## src/rtl/multi_cycle_shifter.sv

```systemverilog
// multi_cycle_shifter: iterative logical/arithmetic/rotate shifter with start/busy/done handshake.
// Define MULTI_CYCLE_SHIFTER_BARREL_EN for a single-cycle barrel-shifter variant.
module multi_cycle_shifter #(
    parameter int WIDTH = 8,
    parameter int CNT_W = 3
) (
    input  logic             clk,
    input  logic             rst,
    input  logic             start,
    input  logic [WIDTH-1:0] inp,
    input  logic             dir,
    input  logic [1:0]       mode,
    input  logic [CNT_W-1:0] cnt,
    output logic             busy,
    output logic             done,
    output logic [WIDTH-1:0] out
);
    typedef enum logic [1:0] {S_IDLE, S_SHIFT, S_DONE} state_t;
    state_t state, state_nx;

    // Shift by s positions; rotate uses s mod WIDTH, shifts of s >= WIDTH flush or sign-fill.
    function automatic logic [WIDTH-1:0] shift_by(input logic [WIDTH-1:0] d, input logic dr,
                                                   input logic [1:0] md, input int s);
        int k;
        k = s % WIDTH;
        if (md == 2'b10)
            shift_by = dr ? (d >> k) | (d << (WIDTH - k)) : (d << k) | (d >> (WIDTH - k));
        else if (md == 2'b01 && dr)
            shift_by = $signed(d) >>> s;
        else
            shift_by = dr ? d >> s : d << s;
    endfunction

    assign busy = state == S_SHIFT;
    assign done = state == S_DONE;

`ifdef MULTI_CYCLE_SHIFTER_BARREL_EN
    function automatic logic [WIDTH-1:0] barrel(input logic [WIDTH-1:0] d, input logic dr,
                                                 input logic [1:0] md, input logic [CNT_W-1:0] c);
        barrel = d;
        for (int k = 0; k < CNT_W; k++)
            if (c[k]) barrel = shift_by(barrel, dr, md, 1 << k);
    endfunction

    always_comb state_nx = start ? S_DONE : S_IDLE;

    always_ff @(posedge clk or negedge rst)
        if (!rst) begin
            state <= S_IDLE;
            out   <= '0;
        end else begin
            state <= state_nx;
            if (start) out <= barrel(inp, dir, mode, cnt);
        end
`else
    logic [WIDTH-1:0] data, data_nx;
    logic [CNT_W-1:0] counter;
    logic             dir_q;
    logic [1:0]       mode_q;
    logic             last;

    assign data_nx = shift_by(data, dir_q, mode_q, 1);
    assign last    = counter == CNT_W'(1);

    always_comb
        state_nx = state == S_SHIFT ? (last ? S_DONE : S_SHIFT)
                                    : (start ? (cnt == '0 ? S_DONE : S_SHIFT) : S_IDLE);

    always_ff @(posedge clk or negedge rst)
        if (!rst) begin
            state   <= S_IDLE;
            out     <= '0;
            data    <= '0;
            counter <= '0;
            dir_q   <= 1'b0;
            mode_q  <= 2'b00;
        end else begin
            state <= state_nx;
            if (state == S_SHIFT) begin
                data    <= data_nx;
                counter <= counter - CNT_W'(1);
                if (last) out <= data_nx;
            end else if (start) begin
                dir_q  <= dir;
                mode_q <= mode;
                if (cnt == '0) out <= inp;
                else begin
                    data    <= inp;
                    counter <= cnt;
                end
            end
        end
`endif
endmodule

```

## config.mk

```make
export PLATFORM = sky130hd
export DESIGN_NAME = multi_cycle_shifter
export DESIGN_NICKNAME = d
export VERILOG_FILES = /design/src/rtl/multi_cycle_shifter.sv
export SDC_FILE = /design/constraint.sdc
export NUM_CORES = 1
export LEC_CHECK = 0
export BUFFER_PORTS_ARGS = -buffer_cell sky130_fd_sc_hd__buf_2
export CAP_MARGIN = 0
export CORE_ASPECT_RATIO = 1.75
export CORE_MARGIN = 3
export CORE_UTILIZATION = 39
export CTS_CLUSTER_SIZE = 40
export DETAILED_ROUTE_END_ITERATION = 10
export GPL_TIMING_DRIVEN = 0
export MAX_ROUTING_LAYER = met4
export PLACE_DENSITY = 0.6
export SKIP_LAST_GASP = 1
export SLEW_MARGIN = 20
export SYNTH_ARGS = -nofsm -noshare
export SYNTH_HDL_FRONTEND = slang
export SYNTH_SLANG_ARGS = --single-unit
```

## constraint.sdc

```tcl
create_clock -name clk -period 4.3 [get_ports clk]
set_clock_uncertainty 0.1 [all_clocks]
set_input_delay 0.215 -clock clk [delete_from_list [all_inputs] [get_ports clk]]
set_output_delay 0.215 -clock clk [all_outputs]
set_load 0.05 [all_outputs]
```

==> qor.yml, run 1 <==
global_route:
  grt_max_degree: 25
  grt_pass1_wl_mm: 4.33
  grt_pass1_vias: 993
  grt_overflow: 0
  grt_usage_pct: 16.3
  antenna_found_initial: 0
yosys:
  ys_ff_latch: 24
  syn_inst: 108
  yosysWarnings: 0
  syn_area_um2: 1210
  avgSynthCellArea_um2: 11.2
  synth_area_leaders: "dfrtp_1, mux2i_1, mux2_2"
  synth.top_cell.area_share_pct: 49.6
  synth.largest_area_cell: "dfrtp_1"
  yosysUniqueCellTypes: 29
  ys_seq_area_share_pct: 49.6
  synth_nets: 127
cells_and_area:
  fin_area_um2: 1480
  multiInputGateArea_um2: 547
  seq_area_um2: 601
  nets: 159
  fillers: 281
  n_antenna_cell: 0
  drive_above_1_share_pct: 33.1
  area_delta_synth_final_pct: 21.8
outcome:
  status: "complete, no violations"
sta:
  setup_viol: 0
  fin_tns_setup_ns: 0
  tightest_slew_ns: 0.586
  fin_crit_sh_pct: 46.2
  rsz0062_at_grt: "no"
  slew_headroom_pct: 60.0
  finalHoldViolations: 0
  drv_slew: 0
  max_freq_ghz: 0.503
  period_minus_slack_ns: 1.99
critical_path:
  r2r_setup_slack_ns: 2.64
  end_kind: "output pin"
  crit_path_max_fanout: 10
  cp.arrival_ns: 1.67
  cp.required_ns: 3.98
  start_kind: "register"
  reg2reg_depth: 5
  critical_path_class: "register to output pin"
drt:
  ant_nets: 0
  drt_iter0_markers: 11
  routed_via_density: 5.15
  drc: 0
  first_pass_iters: 3
  vias: 933
  routed_wl_mm: 2.64
  wl_per_cell_um: 14.6
job:
  max_cap_viol_count: 0
cts:
  cts_tree: "done"
  clock-root-buffer: "clkbuf_8"
  cts_made_buffers: 3
  worstSkewPairLatency_ns: 0.27
  post_cts_buffers: 0
  h-tree-depth: 1
  clkSlewWorstSetupHoldPaths_ns: 0.09
  cts_resized: 0
  cts_sinks: 24
  cts_hold_buffers: 1
  clockBufferDepth: 2
die:
  fp.dieH_um: 79.7
  rows: 26
  placeableCoreArea_um2: 2960
  die_area_um2: 3840
  dieWidth_um: 48.1
  start_util_pct: 40.9
  ioPinCount: 27
worst_hold_path:
  worstHoldPathCells: 2
  hp-class: "input pin to register"
place:
  place_hpwl_mm: 2.01
  gp_congestion: 0.871
  place_area_um2: 1390
  io_buffer_count: 26
pwr:
  leakagePower_uw: 0.000693
  cellPowerDensity_nw_per_um2: 854
  worst_ir_drop_vdd_mv: 0.447
## per-stage QoR
stage	power (uW)	setup slack, ns	util (%)	cells	hold slack [ns]
2_1_floorplan	914	2.74	-	108	-0.181
3_3_place_gp	1060	2.61	47.1	176	0.131
3_5_place_dp	1080	2.60	47.1	176	0.135
4_1_cts	1280	2.29	49.8	181	0.0772
5_1_grt	1350	2.20	49.8	181	0.0710
6_report	1260	2.31	49.8	181	0.0764
## routing by layer
metal | vias up | track usage (%) | part of all wire, %
met5 | - | - | 0
met4 | 0 | 8.89 | 3.5
met3 | 7 | 2.26 | 3.9
met2 | 24 | 27.3 | 53
met1 | 447 | 17.3 | 39
li1 | 455 | - | -
## critical path, cell delays in order (launching register included)
cell      delay (ns)
dfrtp_1         0.39
nand2b_1        0.22
inv_2           0.24
buf_2           0.26
buf_2           0.29
## registers in the layout, summed over array words and instances (netlist names)
signal	flops
out	8
counter	3
mode_q	2
dir_q	1
state	2
data	8
## cells in the final DEF (no fill, tap or decap), types with 2 or more instances in the layout
master	count
nor2b_1	2
a211oi_1	3
nand3_1	8
and4b_1	2
inv_1	9
nor2_1	2
buf_2	28
o21ai_0	7
dfrtp_1	24
o31ai_1	5
mux2_2	9
clkbuf_8	3
a21oi_1	3
o311ai_0	2
inv_2	2
mux2i_1	12
clkbuf_1	2
ha_1	2
## cell usage after synthesis
library cell / n
o31a_1: 1
mux2i_1: 12
nor2_1: 2
buf_2: 2
nand3_1: 8
nand2b_1: 1
o31ai_1: 5
nor2b_1: 2
nand4bb_1: 1
or3_4: 1
xnor2_1: 1
inv_1: 9
clkbuf_1: 2
and2_1: 1
and4b_1: 2
ha_1: 2
a21oi_2: 1
o311ai_0: 2
nor4bb_1: 1
a2111oi_0: 1
o21ai_0: 7
a21oi_1: 3
a221oi_1: 1
nand2_1: 1
mux2_2: 9
dfrtp_1: 24
inv_2: 2
a211oi_1: 3
clkinv_2: 1
## area by class of cell
| cell class | instances | area share, % |
|---|---|---|
| inverters | 12 | 3.14 |
| multi-input cells | 68 | 37.1 |
| clock buffers | 3 | 2.80 |
| repair buffers | 27 | 9.50 |
| plain buffers | 4 | 1.19 |
| flip-flops and latches | 24 | 40.7 |
| well taps | 42 | 3.56 |
| clock inverters | 1 | 2.04 |
## kinds of logic (layout without fill, tap and decap cells)
family,count (synthesis),count (layout),share of synthesized area (%)
flip-flops,24,24,49.6
AO/OA/AOI/OAI,24,24,13.4
buffers and inverters,16,47,5.27
multiplexers,21,21,18.3
adder cells (fa/ha/maj),2,2,2.07
AND/OR/NAND/NOR,20,20,10.6
XOR/XNOR,1,1,0.723
## path summary, 6_finish.rpt
kind	from	to
worst max-delay path	state[1]	busy
worst min-delay path	dir	dir_q
worst max register to register	state[1]	out[5]
worst min register to register	out[4]	out[4]
max in group asynchronous	rst	data[7]
min in group asynchronous	rst	state[1]
## where the power goes
group	switching, uW	leakage (uW)	internal [uW]
clock network	73.9	0.0000357	125
logic	407	0.000371	235
registers	77.1	0.000287	342
total	558	0.000693	702
Power figures use the tool's default switching activity.
==> run 2, diff against run 1 <==
==> constraint.sdc (replaced) <==
create_clock -name clk -period 2 [get_ports clk]
set_clock_uncertainty 0.1 [all_clocks]
set_input_delay 0.1 -clock clk [delete_from_list [all_inputs] [get_ports clk]]
set_output_delay 0.1 -clock clk [all_outputs]
set_load 0.05 [all_outputs]
==> qor.yml, run 2 (synthesis gave the netlist of run 1 again) <==
sta:
  fin_crit_sh_pct: 93.1
  fin_tns_setup_ns: 0  # unchanged
  tightest_slew_ns: 0.585  # -0.0000725 ns
  setup_viol: 0  # unchanged
  max_freq_ghz: 0.537
  rsz0062_at_grt: "no"
  finalHoldViolations: 0  # unchanged
  whs_ns: 0.0408  # -0.0356 ns
  period_minus_slack_ns: 1.86
  fin_ws_ns: 0.139  # -2.17 ns
  drv_slew: 0  # unchanged
  slew_headroom_pct: 60.0  # about the same
critical_path:
  critPathTopFamily: "buffers and inverters"
  start_kind: "register"
  crit_cells: 4  # unchanged
  cp.buffers_inverters: 3  # unchanged
  slowest_stage: "dfrtp_1"
  cp.required_ns: 1.80  # -2.18 ns
  critical_path_class: "register to output pin"
  crit_path_max_fanout: 10  # unchanged
  critPathMaxStageDelay_ns: 0.39  # about the same
  reg2reg_depth: 5  # unchanged
  crit_path_cell_trace: "nand2b_1 -> inv_2 -> buf_2 -> buf_2"
  cp.arrival_ns: 1.66  # about the same
  crit_path_frequent_cell: "buf_2"
  end_kind: "output pin"
die:
  placeableCoreArea_um2: 2960  # unchanged
  die_area_um2: 3840  # unchanged
  fp.dieH_um: 79.7  # unchanged
  dieWidth_um: 48.1  # unchanged
  start_util_pct: 40.9  # unchanged
  rows: 26  # unchanged
  ioPinCount: 27  # unchanged
place:
  dp_slack_ns: 0.325  # -2.27 ns
  gp_congestion: 0.871  # unchanged
  io_buffer_count: 26  # unchanged
  place_area_um2: 1390  # unchanged
  place_hpwl_mm: 2.01  # unchanged
cells_and_area:
  fin_area_um2: 1510  # +2.0%
  final_cell_mix: "buf_2, dfrtp_1, mux2i_1"
  n_antenna_cell: 0  # unchanged
  drive_above_1_share_pct: 32.4  # -0.70 points
  mostFrequentLayoutCell: "buf_2"
  nets: 162  # +1.9%
  reg_top3: "data: 8 flops, out: 8 flops, counter: 3 flops"
  area_delta_synth_final_pct: 24.3
drt:
  routed_via_density: 5.06  # -1.8%
  drc: 0  # unchanged
  wl_met1_mm: 1.05  # +0.67%
  routed_wl_mm: 2.65  # +0.34%
  dr_wl_met2_mm: 1.40  # about the same
  first_pass_iters: 4  # +1
  wl_per_cell_um: 14.4  # -1.3%
  routed.top_layer: "met4"
  ant_nets: 0  # unchanged
  vias: 931  # -0.21%
  drt_iter0_markers: 13  # +2
  wl_met3_um: 104  # unchanged
cts:
  clockBufferDepth: 2  # unchanged
  cts_sinks: 24  # unchanged
  cts_tree: "done"
  clock-root-buffer: "clkbuf_8"
  clkSlewWorstSetupHoldPaths_ns: 0.09  # about the same
  cts_made_buffers: 3  # unchanged
  post_cts_buffers: 0  # unchanged
  h-tree-depth: 1  # unchanged
  worstSkewPairLatency_ns: 0.27  # about the same
pwr:
  worst_ir_drop_vdd_mv: 0.959  # +110%
  leakagePower_uw: 0.000706  # +1.8%
  cellPowerDensity_nw_per_um2: 1800  # +110%
  power_uw: 2710  # +110%
global_route:
  grt_pass1_wl_mm: 4.37  # +0.95%
  grt_usage_pct: 16.4  # +0.13 points
  grt_overflow: 0  # unchanged
  grt_pass1_vias: 1001  # +0.81%
  grt_max_degree: 25  # unchanged
  antenna_found_initial: 0  # unchanged
job:
  max_cap_viol_count: 0  # unchanged
worst_hold_path:
  worstHoldPathCells: 3  # +1
  hp-class: "input pin to register"
outcome:
  status: "complete, no violations"
run 2: cell types whose count changed in the layout (fill, tap and decap cells not counted):
cell	delta
dlygate4sd3_1	+3
run 2: final timing paths:
check	start	end	slack, ns
min reg2reg	counter[0]	counter[0]	0.42
max reg2reg	state[1]	out[1]	0.35
min in group asynchronous	rst	state[1]	0.24
min	inp[3]	out[3]	0.04
max in group asynchronous	rst	out[0]	1.20
max	state[1]	busy	0.14
run 2: power breakdown:
part / internal (uW) / switching [uW]
Sequential: 736 / 165
Combinational: 510 / 875
Clock: 268 / 155
Total: 1510 / 1190
run 2: worst reg2reg max path, stage by stage, from the launching register on:
cell and delay, ns:
dfrtp_1 0.39, nand2b_1 0.22, inv_2 0.24, o31a_1 0.24
clkinv_2 0.19, mux2i_1 0.16
run 2: layout make-up:
cell class	count	area, um2
buffer	4	17.5
tap	42	52.6
clock buffer	3	41.3
fill	279	1460
multi-input combinational	68	547
timing repair buffer	30	170
clock inverter	1	30.0
sequential	24	601
inverter	12	46.3
run 2: metrics by stage:
stage                     utilization (%)  std cells
after global placement               47.1        176
after detailed placement             47.1        176
after CTS                            50.8        184
after floorplan                         -        108
after global routing                 50.8        184
final                                50.8        184
run 2: metal layers:
layer	global-route usage, %	up-vias
li1	-	460
met1	17.7	442
met2	27.3	22
met3	2.26	7
met4	8.89	0
met5	-	-
run 2: timing repair:
item                                    CTS  global route
hold buffers                              4             0
hold endpoints to repair                 27             0
endpoints found under the setup margin    0             0
resized for setup                         0             0
==> run 3, diff against run 2 <==
--- a/config.mk
+++ b/config.mk
@@ -9,12 +9,12 @@
 export CAP_MARGIN = 0
 export CORE_ASPECT_RATIO = 1.75
 export CORE_MARGIN = 3
-export CORE_UTILIZATION = 39
+export CORE_UTILIZATION = 31
 export CTS_CLUSTER_SIZE = 40
 export DETAILED_ROUTE_END_ITERATION = 10
 export GPL_TIMING_DRIVEN = 0
 export MAX_ROUTING_LAYER = met4
-export PLACE_DENSITY = 0.6
+export PLACE_DENSITY = 0.5
 export SKIP_LAST_GASP = 1
 export SLEW_MARGIN = 20
 export SYNTH_ARGS = -nofsm -noshare
==> qor.yml, run 3 (synthesis gave the netlist of run 1 again) <==
outcome:
  status: "complete, no violations"
die:
  fp.dieH_um: 88.7  # +11%
  rows: 29  # +12%
  die_area_um2: 4720  # +23%
  dieWidth_um: 53.3  # +11%
  start_util_pct: 32.7  # -8.2 points
  placeableCoreArea_um2: 3700  # +25%
  ioPinCount: 27  # unchanged
cells_and_area:
  mostFrequentLayoutCell: "buf_2"
  n_antenna_cell: 0  # unchanged
  nets: 162  # unchanged
  final_cell_mix: "buf_2, dfrtp_1, mux2i_1"
  reg_top3: "data: 8 flops, out: 8 flops, counter: 3 flops"
  area_delta_synth_final_pct: 22.2
  drive_above_1_share_pct: 31.9  # -0.48 points
  stdcell_count: 187  # +1.6%
critical_path:
  crit_path_max_fanout: 10  # unchanged
  worstReg2RegStart: "state[1]"
  r2r_end: "data[7]"
  r2r_setup_slack_ns: 0.31  # -0.04 ns
  reg2reg_depth: 3  # -2
  cp.required_ns: 1.80  # about the same
  critical_path_class: "register to output pin"
  start_kind: "register"
  cp.arrival_ns: 1.66  # about the same
  end_kind: "output pin"
sta:
  drv_slew: 0  # unchanged
  tightest_slew_ns: 0.697  # +0.111 ns
  slew_headroom_pct: 52.4  # -7.6 points
  fin_crit_sh_pct: 93.1  # about the same
  finalHoldViolations: 0  # unchanged
  max_freq_ghz: 0.537  # about the same
  setup_viol: 0  # unchanged
  period_minus_slack_ns: 1.86  # +0.00116 ns
  rsz0062_at_grt: "no"
  whs_ns: 0.0447  # +0.00392 ns
  fin_tns_setup_ns: 0  # unchanged
pwr:
  leakagePower_uw: 0.000692  # -2.0%
  power_uw: 2580  # -4.6%
  worst_ir_drop_vdd_mv: 1.04  # +8.5%
  cellPowerDensity_nw_per_um2: 1750  # -2.9%
worst_hold_path:
  worstHoldPathCells: 3  # unchanged
  whs_endpoint: "out[6]"
  hp-class: "input pin to register"
  min_from: "inp[6]"
drt:
  drc: 0  # unchanged
  first_pass_iters: 4  # unchanged
  vias: 949  # +1.9%
  ant_nets: 0  # unchanged
  wl_per_cell_um: 14.8  # +2.9%
  drt_iter0_markers: 7  # -6
  routed_wl_mm: 2.77  # +4.6%
  routed_via_density: 5.07  # +0.30%
cts:
  clockBufferDepth: 2  # unchanged
  clkSlewWorstSetupHoldPaths_ns: 0.08  # about the same
  worstSkewPairLatency_ns: 0.26  # about the same
  h-tree-depth: 1  # unchanged
  cts_tree: "done"
  cts_resized: 0  # unchanged
  clock-root-buffer: "clkbuf_8"
  cts_sinks: 24  # unchanged
  post_cts_buffers: 0  # unchanged
  cts_made_buffers: 3  # unchanged
place:
  place_hpwl_mm: 2.08  # +3.5%
  io_buffer_count: 26  # unchanged
  gp_congestion: 0.765  # -12%
  placed_cells: 180  # +2.3%
global_route:
  grt_pass1_wl_mm: 4.61  # +5.5%
  grt_pass1_vias: 1023  # +2.2%
  grt_max_degree: 25  # unchanged
  antenna_found_initial: 0  # unchanged
  grt_usage_pct: 13.7  # -2.7 points
  grt_overflow: 0  # unchanged
job:
  max_cap_viol_count: 0  # unchanged
==> run 3: critical path, cell delays in order, from the launching register on <==
cell and delay [ns]:
dfrtp_1 0.38, nand2b_1 0.23, inv_2 0.24, buf_2 0.25, buf_2 0.29
==> run 3: layout make-up <==
class | count | area [um2]
plain buffers | 4 | 17.5
clock buffers | 3 | 41.3
fillers | 390 | 2220
inverters | 12 | 46.3
multi-input cells | 68 | 547
flip-flops and latches | 24 | 601
well taps | 46 | 57.6
repair buffers | 30 | 170
==> run 3: stage by stage <==
step	area [um2]	worst slack (ns)	util, %
floorplan	1210	0.439	-
global placement	1400	0.343	37.8
finish	1480	0.137	40.0
CTS	1480	0.124	40.0
detailed placement	1400	0.308	37.8
global route	1480	0.0449	40.0
==> run 3: power breakdown <==
group	total (uW)	internal, uW	switching (uW)
logic	1400	513	887
clock network	282	135	148
registers	902	736	166
==> run 3: layer usage <==
layer  part of all wire, %  up-vias  wire, um  global-route usage (%)
li1                      -      457         -                       -
met3                   4.3        8       120                    2.36
met1                    42      454      1170                    15.1
met5                     0        -         0                       -
met2                    51       30      1400                    22.5
met4                   2.7        0        75                    8.14
==> run 3: worst max path at each step <==
stage	startpoint	end	slack [ns]	cells past startpoint
global route	state[1]	busy	0.04	4
finish	state[1]	busy	0.14	4
global placement	state[1]	out[1]	0.34	5
floorplan	state[1]	data[0]	0.44	5
CTS	state[1]	busy	0.12	4
detailed placement	state[1]	data[7]	0.31	3
==> run 3: what timing repair did <==
| item | in CTS | in global routing |
|---|---|---|
| hold buffers | 4 | 0 |
| setup endpoints to repair | 0 | 0 |
| endpoints found under the hold margin | 27 | 0 |
